## src/rtl/snake_pkg.sv

```systemverilog
// Shared constants for the snake game input path.
// Direction encodings, button indices and the opposite-direction helper.
package snake_pkg;

  localparam logic [4:0] DIR_UP    = 5'b00001;
  localparam logic [4:0] DIR_DOWN  = 5'b00010;
  localparam logic [4:0] DIR_LEFT  = 5'b00100;
  localparam logic [4:0] DIR_RIGHT = 5'b01000;
  localparam logic [4:0] DIR_HOLD  = 5'b10000;

  localparam int BTN_C = 0;
  localparam int BTN_U = 1;
  localparam int BTN_L = 2;
  localparam int BTN_R = 3;
  localparam int BTN_D = 4;

  // HOLD has no opposite, so every arrow is legal from it.
  function automatic logic [4:0] opposite(input logic [4:0] d);
    logic [4:0] o;
    o = 5'b00000;
    case (d)
      DIR_UP:    o = DIR_DOWN;
      DIR_DOWN:  o = DIR_UP;
      DIR_LEFT:  o = DIR_RIGHT;
      DIR_RIGHT: o = DIR_LEFT;
      default:   o = 5'b00000;
    endcase
    return o;
  endfunction

endpackage

```

## src/rtl/snake_dir_ctrl_if.sv

```systemverilog
// Button / game-core / direction bundle of the snake input stage.
// master = game core side, slave = snake_dir_ctrl.
interface snake_dir_ctrl_if;
  logic [4:0] btn_raw;
  logic       step_tick;
  logic       game_over;
  logic [4:0] dir;
  logic [4:0] press_evt;
  logic       new_game;

  modport master (
    output btn_raw, step_tick, game_over,
    input  dir, press_evt, new_game
  );

  modport slave (
    input  btn_raw, step_tick, game_over,
    output dir, press_evt, new_game
  );
endinterface

```

## src/rtl/snake_dir_ctrl_btn_debounce.sv

```systemverilog
// One button: 2-FF sync, stable-level debounce, rising-edge pulse.
// Any bounce back to the stable level restarts the count.
module btn_debounce #(
  parameter int DEBOUNCE_CYCLES = 315000,
  parameter int CNT_W           = 19
) (
  input  logic vga_clk,
  input  logic wb_reset,
  input  logic btn_i,
  output logic press_o
);

  localparam logic [CNT_W-1:0] LAST =
    CNT_W'(DEBOUNCE_CYCLES - 1);

  logic             s1_q, s2_q;
  logic             stable_q, stable_dly_q;
  logic             press_q;
  logic [CNT_W-1:0] cnt_q;

  always_ff @(posedge vga_clk or posedge wb_reset) begin
    if (wb_reset) begin
      s1_q         <= 1'b0;
      s2_q         <= 1'b0;
      stable_q     <= 1'b0;
      stable_dly_q <= 1'b0;
      press_q      <= 1'b0;
      cnt_q        <= '0;
    end else begin
      s1_q         <= btn_i;
      s2_q         <= s1_q;
      stable_dly_q <= stable_q;
      press_q      <= stable_q & ~stable_dly_q;
      if (s2_q == stable_q) begin
        cnt_q <= '0;
      end else if (cnt_q == LAST) begin
        stable_q <= s2_q;
        cnt_q    <= '0;
      end else begin
        cnt_q <= cnt_q + 1'b1;
      end
    end
  end

  assign press_o = press_q;

endmodule

```

## src/rtl/snake_dir_ctrl.sv

```systemverilog
// Snake direction controller: debounced buttons in, one-hot dir out.
// Turns are checked against the direction about to be committed.
module snake_dir_ctrl
  import snake_pkg::*;
#(
  parameter int DEBOUNCE_CYCLES = 315000,
  parameter int CNT_W           = 19
) (
  input logic             vga_clk,
  input logic             wb_reset,
  snake_dir_ctrl_if.slave bus
);

  logic [4:0] evt;
  logic [4:0] dir_q, dir_d;
  logic [4:0] pend_q, pend_d;
  logic       ng_q, ng_d;
  logic [4:0] ref_dir;
  logic [4:0] arrow;

  for (genvar i = 0; i < 5; i++) begin : g_btn
    btn_debounce #(
      .DEBOUNCE_CYCLES(DEBOUNCE_CYCLES),
      .CNT_W          (CNT_W)
    ) u_db (
      .vga_clk (vga_clk),
      .wb_reset(wb_reset),
      .btn_i   (bus.btn_raw[i]),
      .press_o (evt[i])
    );
  end

  // Fixed priority among arrows: up > down > left > right.
  always_comb begin
    arrow = 5'b00000;
    if (evt[BTN_U])      arrow = DIR_UP;
    else if (evt[BTN_D]) arrow = DIR_DOWN;
    else if (evt[BTN_L]) arrow = DIR_LEFT;
    else if (evt[BTN_R]) arrow = DIR_RIGHT;
  end

  always_comb begin
    dir_d   = dir_q;
    pend_d  = pend_q;
    ng_d    = 1'b0;
    ref_dir = bus.step_tick ? pend_q : dir_q;
    if (bus.step_tick) dir_d = pend_q;
    if (evt[BTN_C]) begin
      dir_d  = DIR_HOLD;
      pend_d = DIR_HOLD;
      ng_d   = 1'b1;
    end else if (arrow != 5'b00000 &&
                 !bus.game_over &&
                 arrow != opposite(ref_dir)) begin
      pend_d = arrow;
    end
  end

  always_ff @(posedge vga_clk or posedge wb_reset) begin
    if (wb_reset) begin
      dir_q  <= DIR_HOLD;
      pend_q <= DIR_HOLD;
      ng_q   <= 1'b0;
    end else begin
      dir_q  <= dir_d;
      pend_q <= pend_d;
      ng_q   <= ng_d;
    end
  end

  assign bus.dir       = dir_q;
  assign bus.press_evt = evt;
  assign bus.new_game  = ng_q;

  a_onehot: assert property (
    @(posedge vga_clk) disable iff (wb_reset)
    $onehot(dir_q) && $onehot(pend_q)
  );

endmodule

```

## src/flat_wrapper.sv

```systemverilog
// flat-port wrapper written by rule: the top's interface ports become plain ports
module snake_dir_ctrl_flat import snake_pkg::*;
#(
  parameter int DEBOUNCE_CYCLES = 315000,
  parameter int CNT_W           = 19
)
  (vga_clk, wb_reset, bus_btn_raw, bus_step_tick, bus_game_over, bus_dir, bus_press_evt, bus_new_game);
  snake_dir_ctrl_if bus_i ();
  input logic vga_clk;
  input logic wb_reset;
  input wire logic [$bits(bus_i.btn_raw)-1:0] bus_btn_raw;
  input wire logic [$bits(bus_i.step_tick)-1:0] bus_step_tick;
  input wire logic [$bits(bus_i.game_over)-1:0] bus_game_over;
  output wire logic [$bits(bus_i.dir)-1:0] bus_dir;
  output wire logic [$bits(bus_i.press_evt)-1:0] bus_press_evt;
  output wire logic [$bits(bus_i.new_game)-1:0] bus_new_game;
  assign bus_i.btn_raw = bus_btn_raw;
  assign bus_i.step_tick = bus_step_tick;
  assign bus_i.game_over = bus_game_over;
  assign bus_dir = bus_i.dir;
  assign bus_press_evt = bus_i.press_evt;
  assign bus_new_game = bus_i.new_game;
  snake_dir_ctrl #(.DEBOUNCE_CYCLES(DEBOUNCE_CYCLES), .CNT_W(CNT_W)) u_core (.vga_clk(vga_clk), .wb_reset(wb_reset), .bus(bus_i));
endmodule
```

## config.mk

```make
export PLATFORM = sky130hd
export DESIGN_NAME = snake_dir_ctrl_flat
export DESIGN_NICKNAME = d
export VERILOG_FILES = /design/src/rtl/snake_pkg.sv /design/src/rtl/snake_dir_ctrl_if.sv /design/src/rtl/snake_dir_ctrl_btn_debounce.sv /design/src/rtl/snake_dir_ctrl.sv /design/src/flat_wrapper.sv
export SDC_FILE = /design/constraint.sdc
export NUM_CORES = 1
export LEC_CHECK = 0
export BUFFER_PORTS_ARGS = -buffer_cell sky130_fd_sc_hd__buf_2
export CAP_MARGIN = 10
export CELL_PAD_IN_SITES_DETAIL_PLACEMENT = 1
export CELL_PAD_IN_SITES_GLOBAL_PLACEMENT = 1
export CORE_MARGIN = 2
export CORE_UTILIZATION = 45
export DETAILED_ROUTE_END_ITERATION = 8
export PLACE_DENSITY_LB_ADDON = 0.08
export SLEW_MARGIN = 0
export SYNTH_ARGS = -nofsm -noshare
export SYNTH_HDL_FRONTEND = slang
export SYNTH_SLANG_ARGS = --single-unit
```

## constraint.sdc

```tcl
create_clock -name vga_clk -period 3.29 [get_ports vga_clk]
set_input_delay 0 -clock vga_clk [delete_from_list [all_inputs] [get_ports vga_clk]]
set_output_delay 0 -clock vga_clk [all_outputs]
set_load 0.01 [all_outputs]
```

==> key figures <==
Timing
  • Max Clk Rate: 0.482 GHz
  • Slew HR: 0.527
  • Final hold violations: 0
  • Min Clock Period, post-route: 2.08 ns
  • Tcrit/Tclk final: 0.631
  • Final Setup Violations: 0
  • Final Max Tran Viols: 0
  • Final setup TNS: 0 ns
  • Clk_skew: roughly 0.0079 ns
  • Worst-Margin Slew: 0.709 ns
  • Unrepaired setup endpoints after global routing: false

Route
  • Routed Antenna Nets: 0
  • DRC Markers: 0
  • Vias per cell: 5.21
  • Via Count: ~4.1k
  • Drt pass-1 iters: 4
  • Post-Route WL: 11.9 mm
  • Initial DRC Count: 226
  • Routed WL per cell: approximately 15 um

Logic synthesis
  • Netlist Area Pre-Place: 5990 um^2
  • Mux share of post-synthesis cell area: 0.0186
  • Main combinational cell family by area after synthesis: simple AND/OR/NAND/NOR gates
  • Yosys warning count: 0
  • Adder-cell share of the synthesized area: 0.0104
  • Post-synth EDFFs: 0
  • Synth Area in XOR/XNOR: 0.132
  • Largest cells by area after synthesis: dfrtp_1 54%, xor2_1 8.3%, nor2_1 7.3%, xnor2_1 4.8%, nand3_1 3.3%
  • Ys async rst share: 1.00
  • Post-synth top area share: 0.539
  • Cell accounting for the most synthesized area: dfrtp_1
  • Post-synthesis simple-gate area fraction: 0.242
  • #FFs+latches synth: 131
  • Post-synthesis cell type count: between 40 and 50
  • Ys flop type: dfrtp_1
  • Mapped Cells: 575
  • Avg Inst Size Synth: 10.4 um^2
  • Seq/Total Area, Yosys: 0.548
  • Post-synthesis compound-gate area fraction: 0.0269
  • Mapped Nets: 589

Floorplan
  • Die X: 119 um
  • I/O pin total: 20
  • Row cnt: 42
  • Starting Density: 0.456
  • Core Area: 13100 um^2
  • Die Area: 14300 um^2
  • Die extent in y: 119 um

Worst setup path
  • FF-to-FF path depth: 5
  • Crit-path cells: nor4b_1, nand4_1, or4_1, nand2_2, nor2_1
  • Crit path max-delay cell type: or4_1
  • RR Endpoint: u_core.g_btn[2].u_db.cnt_q[14]$_DFF_PP0_
  • Reg2reg start: u_core.g_btn[2].u_db.cnt_q[12]$_DFF_PP0_
  • Crit-path max FO: 18
  • Largest stage delay on the critical path: 0.60 ns
  • Crit path kind: reg -> reg
  • Setup slack, reg-to-reg: 1.21 ns
  • CP Capture Type: flop
  • Crit path buffers/inverters: 0
  • CP startpoint kind: flop
  • WP data required: around 3.6 ns
  • Largest delay share family, worst path: simple AND/OR/NAND/NOR gates
  • Worst Path Arrival: 2.37 ns

Worst hold path
  • Hold path startpoint: bus_step_tick
  • Hold Crit Depth: 3
  • Hold worst-path end: u_core.bus.dir[3]$_DFF_PP0_
  • Worst hold-check path type: in -> reg

Clocking
  • Clock sinks: 131
  • Clock slew at reported path FFs: ~0.060 ns
  • CTS tree: done
  • H-tree level count: 4
  • Setup bufs post-CTS: 0
  • Clock Root Buffer: clkbuf_16
  • CTS Buf Count: 17
  • Skew-Pair Late Insertion Delay: 0.42 ns
  • Clock Tree Buf Depth: 2

Cells and area
  • Area growth, synth to finish: 15.3%
  • Fillcell total: ~1.5k
  • Layout cells sized above 1: 0.114
  • Nets: 617
  • Commonest non-fill, non-tap cell in the layout: dfrtp_1
  • Final instance area: 6910 um^2
  • Diodes inserted: 0
  • Most frequent cells in the layout: 129 x dfrtp_1, 117 x nor2_1, 57 x xor2_1
  • Final std cells w/o fill: 792
  • Reg area: roughly 3300 um^2
  • Multi-input logic area: roughly 2600 um^2

Global routing
  • First-pass GRT wire length: 21.0 mm
  • Largest net degree at the start of global routing: 132
  • GRT Util Overall: 0.186
  • Total gr overflow: 0
  • Vias in the first global route: 4504
  • Initial antenna violation count: 0

Power and ir drop
  • Flop pwr share: 0.440
  • Switching Power: 0.000812 W
  • Clock power frac: 0.526
  • Overall power: 0.00378 W
  • Pleak: 3.08 nW
  • Comb power frac: 0.034
  • Power Density: 547 nW/um^2
  • Switching share of power: 0.215
  • Worst IR Drop VDD: 0.370 mV
  • Total internal power: 0.00296 W

Placement
  • Cells after DPL: 753
  • Hpwl dp: about 7.7 mm
  • Final Wtd Congestion: about 0.81
  • DP Area: 6210 um^2
  • I/O Buffers: 19

Run
  • Max Cap Viol: 0

Run status
  • Status: finished, final reports clean
## cells by family after synthesis
logic type | count (synthesis)
compound gates | 23
xor+xnor | 90
fa+ha+maj | 5
buf+inv | 24
flops | 131
mux | 10
simple gates | 292
## registers in the layout, summed over array words and instances (netlist names)
| register | cells |
|---|---|
| u_core.bus.dir | 5 |
| u_core.g_btn.u_db.s2_q | 5 |
| u_core.bus.new_game | 1 |
| u_core.g_btn.u_db.press_o | 5 |
| u_core.g_btn.u_db.cnt_q | 95 |
| u_core.g_btn.u_db.stable_q | 5 |
| u_core.g_btn.u_db.s1_q | 5 |
| u_core.g_btn.u_db.stable_dly_q | 5 |
| u_core.pend_q | 5 |
## timing repair
item | CTS | global route
hold buffers | 7 | 0
gates resized for setup | 0 | 0
endpoints found under the hold margin | 136 | 0
## cell usage after synthesis (2+ instances only)
| master | number |
|---|---|
| or4_1 | 5 |
| clkbuf_1 | 3 |
| and3_1 | 20 |
| buf_2 | 4 |
| nand4b_1 | 2 |
| xor2_1 | 57 |
| xnor2_1 | 33 |
| nor4_1 | 2 |
| buf_4 | 8 |
| nor3_1 | 11 |
| nor4b_1 | 7 |
| and2_1 | 2 |
| mux2i_1 | 4 |
| nand2_1 | 33 |
| nand3_1 | 39 |
| and4_1 | 3 |
| dfrtp_1 | 129 |
| nor3b_1 | 2 |
| a21oi_1 | 7 |
| nor2_1 | 117 |
| nand2_2 | 3 |
| ha_1 | 5 |
| inv_1 | 6 |
| buf_6 | 2 |
| dfstp_2 | 2 |
| and3b_1 | 2 |
| nand4_1 | 23 |
| nand2b_1 | 3 |
| mux2_2 | 5 |
| nor2b_1 | 8 |
| or3_1 | 4 |
| o22ai_1 | 2 |
| o21ai_0 | 7 |
## metal layers
layer,vias up,wire length [um],part of all wire,track usage
met5,-,0,0,0
met4,0,133,0.011,0.0581
met3,12,312,0.026,0.0560
met2,43,6070,0.51,0.322
met1,2072,5400,0.45,0.222
li1,2001,-,-,-
## final cells by class
| cell class | instances | share of cell area |
|---|---|---|
| clock buffers | 18 | 0.0636 |
| repair buffers | 27 | 0.0268 |
| well taps | 176 | 0.0319 |
| inverters | 6 | 0.00380 |
| multi-input cells | 420 | 0.372 |
| clock inverters | 14 | 0.0268 |
| flip-flops and latches | 131 | 0.475 |
## worst reg2reg max path, cell delays in order, from the launching register on
cell and delay (ns):
dfrtp_1 0.42, nor4b_1 0.39, nand4_1 0.13, or4_1 0.60, nand2_2 0.31, nor2_1 0.10
## stage by stage
step           setup slack [ns]   util  hold WS [ns]
2_1_floorplan              1.46      -        0.0314
3_3_place_gp               1.26  0.473         0.108
3_5_place_dp               1.21  0.473         0.110
4_1_cts                    1.20  0.526        0.0602
5_1_grt                    1.03  0.526         0.107
6_report                   1.21  0.526        0.0809
## power by group through the flow
| stage | combinational, W | sequential, W | clock (W) |
|---|---|---|---|
| floorplan | 0.0000935 | 0.00168 | 0 |
| global placement | 0.000121 | 0.00169 | 0 |
| detailed placement | 0.000125 | 0.00169 | 0 |
| CTS | 0.000132 | 0.00166 | 0.00204 |
| global route | 0.000148 | 0.00166 | 0.00212 |
| finish | 0.000128 | 0.00166 | 0.00199 |
## how the worst max path moves through the flow
| stage | from | end | slack [ns] | depth (start not counted) |
|---|---|---|---|---|
| 6_report | u_core.g_btn[2].u_db.cnt_q[12]$_DFF_PP0_ | u_core.g_btn[2].u_db.cnt_q[14]$_DFF_PP0_ | 1.21 | 5 |
| 4_1_cts | u_core.g_btn[2].u_db.cnt_q[12]$_DFF_PP0_ | u_core.g_btn[2].u_db.cnt_q[14]$_DFF_PP0_ | 1.20 | 5 |
| 3_5_place_dp | u_core.g_btn[2].u_db.cnt_q[12]$_DFF_PP0_ | u_core.g_btn[2].u_db.cnt_q[14]$_DFF_PP0_ | 1.21 | 5 |
| 5_1_grt | u_core.g_btn[2].u_db.cnt_q[12]$_DFF_PP0_ | u_core.g_btn[2].u_db.cnt_q[14]$_DFF_PP0_ | 1.03 | 5 |
| 2_1_floorplan | u_core.g_btn[2].u_db.cnt_q[13]$_DFF_PP0_ | u_core.g_btn[2].u_db.cnt_q[12]$_DFF_PP0_ | 1.46 | 6 |
| 3_3_place_gp | u_core.g_btn[2].u_db.cnt_q[12]$_DFF_PP0_ | u_core.g_btn[2].u_db.cnt_q[17]$_DFF_PP0_ | 1.26 | 5 |
Power figures use the tool's default switching activity.
